==> src/rtl/decode_queue_pkg.sv <==
// Shared types for the decode queue: decoder info, immediate selectors,
// queue entry layout and the immediate extraction helpers.
package decode_queue_pkg;

    typedef enum logic [2:0] {
        DATA_IMM_NONE,
        DATA_IMM_S12,
        DATA_IMM_S20,
        DATA_IMM_U12,
        DATA_IMM_U5
    } data_imm_e;

    typedef enum logic [2:0] {
        ADDR_IMM_NONE,
        ADDR_IMM_S12,
        ADDR_IMM_S14,
        ADDR_IMM_S16,
        ADDR_IMM_S26
    } addr_imm_e;

    typedef struct packed {
        logic      legal;
        logic      is_branch;
        logic      is_load;
        logic      is_store;
        logic [4:0] rd;
        logic [4:0] rj;
        logic [4:0] rk;
        data_imm_e data_imm_type;
        addr_imm_e addr_imm_type;
    } decoder_info_t;

    typedef struct packed {
        logic [31:0]   pc;
        logic [31:0]   inst;
        decoder_info_t info;
        logic [31:0]   data_imm;
        logic [31:0]   addr_imm;
    } dq_entry_t;

    localparam int ENTRY_W = $bits(dq_entry_t);

    // Major opcodes, left-aligned at inst[31]
    localparam logic [9:0]  OP_ADDI_W = 10'b0000001010;
    localparam logic [9:0]  OP_ANDI   = 10'b0000001101;
    localparam logic [9:0]  OP_ORI    = 10'b0000001110;
    localparam logic [9:0]  OP_XORI   = 10'b0000001111;
    localparam logic [9:0]  OP_LD_W   = 10'b0010100010;
    localparam logic [9:0]  OP_ST_W   = 10'b0010100110;
    localparam logic [6:0]  OP_LU12I  = 7'b0001010;
    localparam logic [16:0] OP_SLLI_W = 17'b00000000010000001;
    localparam logic [16:0] OP_SRLI_W = 17'b00000000010001001;
    localparam logic [16:0] OP_SRAI_W = 17'b00000000010010001;
    localparam logic [7:0]  OP_LL_W   = 8'b00100000;
    localparam logic [7:0]  OP_SC_W   = 8'b00100001;
    localparam logic [5:0]  OP_JIRL   = 6'b010011;
    localparam logic [5:0]  OP_B      = 6'b010100;
    localparam logic [5:0]  OP_BL     = 6'b010101;
    localparam logic [5:0]  OP_BEQ    = 6'b010110;
    localparam logic [5:0]  OP_BGEU   = 6'b011011;

    function automatic logic [31:0] gen_data_imm(input logic [31:0] inst, input data_imm_e sel);
        case (sel)
            DATA_IMM_S12: return {{20{inst[21]}}, inst[21:10]};
            DATA_IMM_S20: return {{12{inst[24]}}, inst[24:5]};
            DATA_IMM_U12: return {20'b0, inst[21:10]};
            DATA_IMM_U5:  return {27'b0, inst[14:10]};
            default:      return 32'b0;
        endcase
    endfunction

    // Branch offsets are word offsets, hence the trailing 2'b00
    function automatic logic [31:0] gen_addr_imm(input logic [31:0] inst, input addr_imm_e sel);
        case (sel)
            ADDR_IMM_S12: return {{20{inst[21]}}, inst[21:10]};
            ADDR_IMM_S14: return {{16{inst[23]}}, inst[23:10], 2'b00};
            ADDR_IMM_S16: return {{14{inst[25]}}, inst[25:10], 2'b00};
            ADDR_IMM_S26: return {{4{inst[9]}}, inst[9:0], inst[25:10], 2'b00};
            default:      return 32'b0;
        endcase
    endfunction

endpackage

==> src/rtl/basic_decoder.sv <==
// Single-slot instruction classifier: register fields, instruction class and
// which immediate formats apply.
module basic_decoder
    import decode_queue_pkg::*;
(
    input  logic [31:0]   inst_i,
    output decoder_info_t info_o
);

    always_comb begin
        info_o               = '0;
        info_o.rd            = inst_i[4:0];
        info_o.rj            = inst_i[9:5];
        info_o.rk            = inst_i[14:10];
        info_o.data_imm_type = DATA_IMM_NONE;
        info_o.addr_imm_type = ADDR_IMM_NONE;

        if (inst_i[31:22] == OP_ADDI_W) begin
            info_o.legal         = 1'b1;
            info_o.data_imm_type = DATA_IMM_S12;
        end else if (inst_i[31:22] == OP_ANDI || inst_i[31:22] == OP_ORI || inst_i[31:22] == OP_XORI) begin
            info_o.legal         = 1'b1;
            info_o.data_imm_type = DATA_IMM_U12;
        end else if (inst_i[31:25] == OP_LU12I) begin
            info_o.legal         = 1'b1;
            info_o.data_imm_type = DATA_IMM_S20;
        end else if (inst_i[31:15] == OP_SLLI_W || inst_i[31:15] == OP_SRLI_W || inst_i[31:15] == OP_SRAI_W) begin
            info_o.legal         = 1'b1;
            info_o.data_imm_type = DATA_IMM_U5;
        end else if (inst_i[31:22] == OP_LD_W || inst_i[31:22] == OP_ST_W) begin
            info_o.legal         = 1'b1;
            info_o.is_load       = (inst_i[31:22] == OP_LD_W);
            info_o.is_store      = (inst_i[31:22] == OP_ST_W);
            info_o.addr_imm_type = ADDR_IMM_S12;
        end else if (inst_i[31:24] == OP_LL_W || inst_i[31:24] == OP_SC_W) begin
            info_o.legal         = 1'b1;
            info_o.is_load       = (inst_i[31:24] == OP_LL_W);
            info_o.is_store      = (inst_i[31:24] == OP_SC_W);
            info_o.addr_imm_type = ADDR_IMM_S14;
        end else if (inst_i[31:26] == OP_B || inst_i[31:26] == OP_BL) begin
            info_o.legal         = 1'b1;
            info_o.is_branch     = 1'b1;
            info_o.addr_imm_type = ADDR_IMM_S26;
        end else if (inst_i[31:26] == OP_JIRL || (inst_i[31:26] >= OP_BEQ && inst_i[31:26] <= OP_BGEU)) begin
            info_o.legal         = 1'b1;
            info_o.is_branch     = 1'b1;
            info_o.addr_imm_type = ADDR_IMM_S16;
        end
    end

endmodule

==> src/rtl/decode_compactor.sv <==
// Packs the masked-valid slots of a fetch packet into the low end of a dense
// array, preserving program order, and reports how many survived.
module decode_compactor
    import decode_queue_pkg::*;
#(
    parameter int FETCH_W = 2,
    parameter int PN_W    = $clog2(FETCH_W + 1)
) (
    input  logic [FETCH_W-1:0]      mask_i,
    input  dq_entry_t [FETCH_W-1:0] slots_i,
    output dq_entry_t [FETCH_W-1:0] dense_o,
    output logic [PN_W-1:0]         push_n_o
);

    always_comb begin
        int cnt;
        cnt     = 0;
        dense_o = '0;
        for (int i = 0; i < FETCH_W; i++) begin
            for (int j = 0; j < FETCH_W; j++) begin
                if (mask_i[i] && cnt == j) begin
                    dense_o[j] = slots_i[i];
                end
            end
            cnt = cnt + int'(mask_i[i]);
        end
        push_n_o = PN_W'(cnt);
    end

endmodule

==> src/rtl/decode_queue.sv <==
// Decode queue between fetch and rename: decodes, compacts and buffers fetch
// packets in a circular queue. Optional perf counters via DECODE_QUEUE_PERF_EN.
module decode_queue
    import decode_queue_pkg::*;
#(
    parameter int FETCH_W = 2,
    parameter int ISSUE_W = 2,
    parameter int DEPTH   = 8
) (
    input  logic                       clk,
    input  logic                       rst_n,
    input  logic                       flush_i,
    input  logic                       in_valid_i,
    output logic                       in_ready_o,
    input  logic [FETCH_W-1:0]         in_mask_i,
    input  logic [FETCH_W*32-1:0]      in_pc_i,
    input  logic [FETCH_W*32-1:0]      in_inst_i,
    output logic                       out_valid_o,
    input  logic                       out_ready_i,
    output logic [ISSUE_W-1:0]         out_mask_o,
    output logic [ISSUE_W*ENTRY_W-1:0] out_entry_o,
`ifdef DECODE_QUEUE_PERF_EN
    output logic [31:0]                perf_full_stall_o,
    output logic [31:0]                perf_empty_cycles_o,
`endif
    output logic [$clog2(DEPTH):0]     count_o
);

    localparam int PTR_W = $clog2(DEPTH);
    localparam int CNT_W = PTR_W + 1;
    localparam int PN_W  = $clog2(FETCH_W + 1);

    logic [PTR_W-1:0] head_q, head_d, tail_q, tail_d;
    logic [CNT_W-1:0] count_q, count_d;
    dq_entry_t        mem_q [DEPTH];
    dq_entry_t        mem_d [DEPTH];

    decoder_info_t             slot_info [FETCH_W];
    dq_entry_t [FETCH_W-1:0]   slot_entry;
    dq_entry_t [FETCH_W-1:0]   dense;
    logic [PN_W-1:0]           push_n_raw;
    logic [CNT_W-1:0]          push_n, pop_n, free_slots;
    logic                      push, pop;

    for (genvar g = 0; g < FETCH_W; g++) begin : g_slot
        basic_decoder u_dec (
            .inst_i (in_inst_i[g*32 +: 32]),
            .info_o (slot_info[g])
        );
        assign slot_entry[g] = {in_pc_i[g*32 +: 32], in_inst_i[g*32 +: 32], slot_info[g],
                                gen_data_imm(in_inst_i[g*32 +: 32], slot_info[g].data_imm_type),
                                gen_addr_imm(in_inst_i[g*32 +: 32], slot_info[g].addr_imm_type)};
    end

    decode_compactor #(.FETCH_W(FETCH_W), .PN_W(PN_W)) u_compactor (
        .mask_i   (in_mask_i),
        .slots_i  (slot_entry),
        .dense_o  (dense),
        .push_n_o (push_n_raw)
    );

    // Readiness depends only on the registered count, so it never waits on rename
    assign free_slots  = CNT_W'(DEPTH) - count_q;
    assign in_ready_o  = free_slots >= CNT_W'(FETCH_W);
    assign push        = in_valid_i && in_ready_o && !flush_i;
    assign push_n      = CNT_W'(push_n_raw);
    assign out_valid_o = count_q != '0;
    assign pop_n       = (count_q > CNT_W'(ISSUE_W)) ? CNT_W'(ISSUE_W) : count_q;
    assign pop         = out_valid_o && out_ready_i && !flush_i;
    assign count_o     = count_q;

    always_comb begin
        out_mask_o  = '0;
        out_entry_o = '0;
        for (int k = 0; k < ISSUE_W; k++) begin
            out_mask_o[k]                      = count_q > CNT_W'(k);
            out_entry_o[k*ENTRY_W +: ENTRY_W] = mem_q[head_q + PTR_W'(k)];
        end
    end

    // NOTE: every always_comb output is given a default first, so no path leaves it unassigned and no latch is inferred.
    always_comb begin
        head_d  = head_q;
        tail_d  = tail_q;
        count_d = count_q;
        mem_d   = mem_q;
        if (flush_i) begin
            head_d  = '0;
            tail_d  = '0;
            count_d = '0;
        end else begin
            if (push) begin
                for (int i = 0; i < FETCH_W; i++) begin
                    if (CNT_W'(i) < push_n) begin
                        mem_d[tail_q + PTR_W'(i)] = dense[i];
                    end
                end
                tail_d = tail_q + PTR_W'(push_n);
            end
            if (pop) begin
                head_d = head_q + PTR_W'(pop_n);
            end
            count_d = count_q + (push ? push_n : '0) - (pop ? pop_n : '0);
        end
    end

    // NOTE: sequential state uses non-blocking assignments so every flop samples pre-edge values.
    always_ff @(posedge clk) begin
        if (!rst_n) begin
            head_q  <= '0;
            tail_q  <= '0;
            count_q <= '0;
        end else begin
            head_q  <= head_d;
            tail_q  <= tail_d;
            count_q <= count_d;
        end
    end

    // NOTE: entry storage is deliberately not reset; count gates every read, so stale data is never presented.
    always_ff @(posedge clk) begin
        mem_q <= mem_d;
    end

`ifdef DECODE_QUEUE_PERF_EN
    logic [31:0] perf_full_stall_q, perf_full_stall_d;
    logic [31:0] perf_empty_cycles_q, perf_empty_cycles_d;

    // Saturating counters; flush leaves them alone
    always_comb begin
        perf_full_stall_d   = perf_full_stall_q;
        perf_empty_cycles_d = perf_empty_cycles_q;
        if (in_valid_i && !in_ready_o && perf_full_stall_q != '1) begin
            perf_full_stall_d = perf_full_stall_q + 32'd1;
        end
        if (count_q == '0 && perf_empty_cycles_q != '1) begin
            perf_empty_cycles_d = perf_empty_cycles_q + 32'd1;
        end
    end

    always_ff @(posedge clk) begin
        if (!rst_n) begin
            perf_full_stall_q   <= '0;
            perf_empty_cycles_q <= '0;
        end else begin
            perf_full_stall_q   <= perf_full_stall_d;
            perf_empty_cycles_q <= perf_empty_cycles_d;
        end
    end

    assign perf_full_stall_o   = perf_full_stall_q;
    assign perf_empty_cycles_o = perf_empty_cycles_q;
`endif

endmodule

==> config.mk <==
export PLATFORM = sky130hd
export DESIGN_NAME = decode_queue
export DESIGN_NICKNAME = d
export VERILOG_FILES = /design/src/rtl/decode_queue_pkg.sv /design/src/rtl/basic_decoder.sv /design/src/rtl/decode_compactor.sv /design/src/rtl/decode_queue.sv
export SDC_FILE = /design/constraint.sdc
export NUM_CORES = 2
export LEC_CHECK = 0
export ABC_CLOCK_PERIOD_IN_PS = 168500
export BUFFER_PORTS_ARGS = -buffer_cell sky130_fd_sc_hd__buf_2
export CAP_MARGIN = 20
export CELL_PAD_IN_SITES_DETAIL_PLACEMENT = 0
export CELL_PAD_IN_SITES_GLOBAL_PLACEMENT = 1
export CORE_MARGIN = 5
export CORE_UTILIZATION = 39
export CTS_CLUSTER_DIAMETER = 120
export DETAILED_ROUTE_END_ITERATION = 8
export PLACE_DENSITY = 0.62
export SKIP_CTS_REPAIR_TIMING = 1
export SLEW_MARGIN = 20
export SYNTH_ARGS = -nofsm -noshare
export SYNTH_HDL_FRONTEND = slang
export SYNTH_HIERARCHICAL = 1
export SYNTH_SLANG_ARGS = --single-unit
==> constraint.sdc <==
create_clock -name clk -period 168.5 [get_ports clk]
set_input_delay 8.425 -clock clk [delete_from_list [all_inputs] [get_ports clk]]
set_output_delay 8.425 -clock clk [all_outputs]
set_load 0.02 [all_outputs]
==> impl_summary.md <==
Power and ir drop
The share of total power dissipated in the clock network is 39.5%. The total power density per cell area is between 8 and 9 nW/µm². The combinational cell fraction of total power is about 14%.

Summed over all cells, the static leakage comes to 32.2 nW. Internal power comes to approximately 0.6 mW. Net switching is between 20 and 30% of the power. In this run, flip-flops and latches consume approximately 46% of the power. The peak ir drop on the vdd network is 0.0000106 V.

The switching power is 0.229 mW.

Floorplan
The placeable core area is roughly 220000 µm². The standard-cell row count is approximately 170. In this run the horizontal extent of the chip is between 400 and 500 µm.

The height of the chip is approximately 480 µm. The die covers 233000 µm². The initial utilization of the core area, before any placement, comes to between 30% and 40%. The number of top-level pins is around 450.

Synthesis
The share of the yosys chip area belonging to registers is between 40% and 50%. The synthesized design contains about 1200 register bits. The count of flip-flops with a built-in enable after synthesis is 1224. For this run, asynchronously set or reset flops after synthesis account for 0%. In this run, distinct cell masters in the synthesized netlist total 64. The commonest cells after synthesis are mux2i_1, edfxtp_1, nand2_1, nor2_1, a21oi_1. After synthesis, the cell types taking the most area are edfxtp_1, mux4_2, mux2i_1. The synthesized area per cell is between 10 and 15 µm².

Among all cell types in the netlist, the one instantiated most often is mux2i_1. The prevailing post-synth register cell is edfxtp_1. For this run, the number of Yosys warnings is 6. The cell area after synthesis is ~87000 µm². The library cell occupying the most area in the post-synthesis netlist is edfxtp_1. Counting every net in the synthesized netlist gives 7698.

The fraction of synthesized cell area taken by the top area cell type is 42.2%. In the synthesized netlist, the number of instances is 7543.

STA
Setup slack closes at 153.80 ns. The clock period minus final worst setup slack is around 15 ns. The final count of pins violating max slew is 0. After routing, the total negative slack on setup checks comes to 0 ns. Measured against its own limit, the worst slew margin works out to around 23%. For this run, the top clock speed supported by timing is slightly below 70 MHz. Setup violations remaining at the end of the flow were counted as 0.

The transition time at the pin with the least slew margin is between 1 and 1.5 ns. The hold violation count in the final report was 0. The worst-case clock skew is ~0.026 ns. Setup repair after global routing left no endpoint under its margin.

The share of the cycle needed by the critical path after routing is roughly 8.7%.

Critical path
The worst register-to-register path has a setup slack of around 160 ns. Along the worst path, the maximum fanout reaches roughly 130. The endpoint required time on the critical path is about 160 ns. The type of element capturing the critical path is an output port. The arrival time of data at the critical path endpoint is between 6 and 7 ns. The critical path in this run is classified as register to output port. The kind of start point of the critical path is a register.

Clock network
Clock latency on the worst-skew pair, taken at its later pin, is about 0.83 ns. The cell at the root of the clock tree is clkbuf_16. The number of clock buffers inserted by TritonCTS is 157. The TritonCTS clock tree is yes.

The clock drives 1234 sinks. After clock tree synthesis, the clock-pin slew on the worst setup and hold paths is ~0.050 ns. The maximum number of buffers from clock root to sink is 3. In this run the number of H-tree levels came out at 4.

Global routing
The via count of the first global-routing pass is between 60000 and 70000. The initial antenna violation count is 39. The first global-routing pass estimated 455 mm of wire. Across every metal layer, demand over resource in global routing totals between 20% and 30%. The remaining global-route overflow is 0. Entering global routing, the biggest net connects approximately 170 pins.

Finish
After routing the design area is around 94000 µm². From synthesis to final layout, the design area changed by 8.25%. Measured on the finished design, the core utilization comes to roughly 42%. The share of post-route cells with drive strength above 1 is around a quarter. For this run, the post-layout net count is approximately 7400. The layout has roughly 21000 filler cells. The final non-filler cell total is a little over 10000.

Outcome
The run finished with clean final reports.

Drt
Dividing the detail-routed via count by the number of cells gives between 6 and 7. The post-detailed-route DRC marker count is 0. The detailed-route via count is between 60000 and 70000. The first routing iteration left about 6500 violations. The number of optimization iterations in the first detailed-route pass is 6. The detailed-route wire length per cell is about 30 µm. The total detailed-routing wirelength is 317 mm.

The number of nets still failing antenna checks after routing is 0.

Job
Max-cap violations in this run came to 0.

Place
OpenSTA, run right after detailed placement, puts the worst setup slack at between 150 and 200 ns. The HPWL reported at the end of detailed placement is ~190 mm. The number of port buffers is roughly 450. After detailed placement, the total cell area comes to just under 90000 µm². The congestion estimate from routability-driven global placement came to between 0.8 and 0.9. The number of placed instances, taps included is about 10000.

Min path
The path category of the worst min-delay check is register to register.
-- registers in the layout (all words and copies together), names as in the netlist --
signal   count
mem_q     1224
tail_q       3
count_o      4
head_q       3
-- power by group through the flow --
stage | registers [mW] | clock network, mW | logic (mW)
3_5_place_dp | 0.389 | 0 | 0.116
3_3_place_gp | 0.388 | 0 | 0.115
6_report | 0.383 | 0.326 | 0.116
5_1_grt | 0.385 | 0.346 | 0.124
2_1_floorplan | 0.438 | 0 | 0.0805
4_1_cts | 0.382 | 0.333 | 0.117
-- kinds of logic after synthesis --
kind of cell               count (synthesis)  share of synthesized area [%]
and+or+nand+nor                         1585                           7.67
xor gates and xnor gates                   7                          0.100
adders and majority gates                 20                          0.322
AOI/OAI and AO/OA                       1534                           9.77
buffers and inverters                   1010                           5.79
DFF                                     1234                           42.4
muxes                                   2153                           34.0
-- worst paths after layout --
check                                       startpoint                     end  cells past startpoint
worst max-delay path            head_q[0]$_SDFFE_PP0P_         out_entry_o[19]                      7
worst min-delay path            tail_q[1]$_SDFFE_PP0N_  tail_q[1]$_SDFFE_PP0N_                      2
worst max register to register   count_o[1]$_SDFF_PP0_    mem_q[433]$_DFFE_PP_                      8
worst min register to register  tail_q[1]$_SDFFE_PP0N_  tail_q[1]$_SDFFE_PP0N_                      2
-- layer usage --
layer	part of all wire (%)	global-route usage, %	vias up
li1	-	-	27900
met1	43	36.8	32400
met2	47	42.4	2652
met3	7.0	4.10	431
met4	3.3	8.88	2
met5	0.0022	0	-
-- cells in the final DEF, fill, tap and decap left out, drive strengths merged, types with 3 or more instances in the layout --
cell type / instances
buf: 566
clkbuf: 212
nor2b: 17
edfxtp: 1224
nor3: 12
and2: 158
a211oi: 9
nand2b: 11
mux2i: 1233
dfxtp: 10
nand3: 7
a21o: 26
o21ai: 640
xnor2: 4
a22oi: 22
o21a: 5
nand2: 683
inv: 26
a22o: 168
ha: 16
nor4: 3
and3: 4
fa: 4
or3b: 3
nor3b: 10
bufinv: 5
o22ai: 4
a21oi: 648
xor2: 3
diode: 20
nor2: 661
nand3b: 5
mux2: 308
clkinv: 56
mux4: 612
nor4b: 4
-- critical path, cell delays in order, from the launching register on --
cell and delay (ns):
dfxtp_4 0.68, buf_4 0.84, buf_12 0.71, buf_4 0.91, buf_4 0.84, mux4_2 0.61
mux2_2 0.33, buf_2 0.18
-- cell type report --
cell class | count | area (µm²) | share of cell area (%)
repair buffers | 566 | 3400 | 3.61
multi-input cells | 5299 | 45400 | 48.1
clock buffers | 212 | 4220 | 4.47
flip-flops and latches | 1234 | 37000 | 39.2
clock inverters | 66 | 534 | 0.566
well taps | 2975 | 3720 | 3.94
diodes | 20 | 50.0 | 0.0530
inverters | 22 | 82.6 | 0.0875
-- stage by stage --
| step | power [mW] | hold WS [ns] |
|---|---|---|
| after floorplan | 0.519 | 0.482 |
| after global placement | 0.502 | 0.528 |
| after detailed placement | 0.505 | 0.539 |
| after CTS | 0.832 | 0.547 |
| after global routing | 0.855 | 0.582 |
| final | 0.825 | 0.544 |
Power figures use the tool's default switching activity.
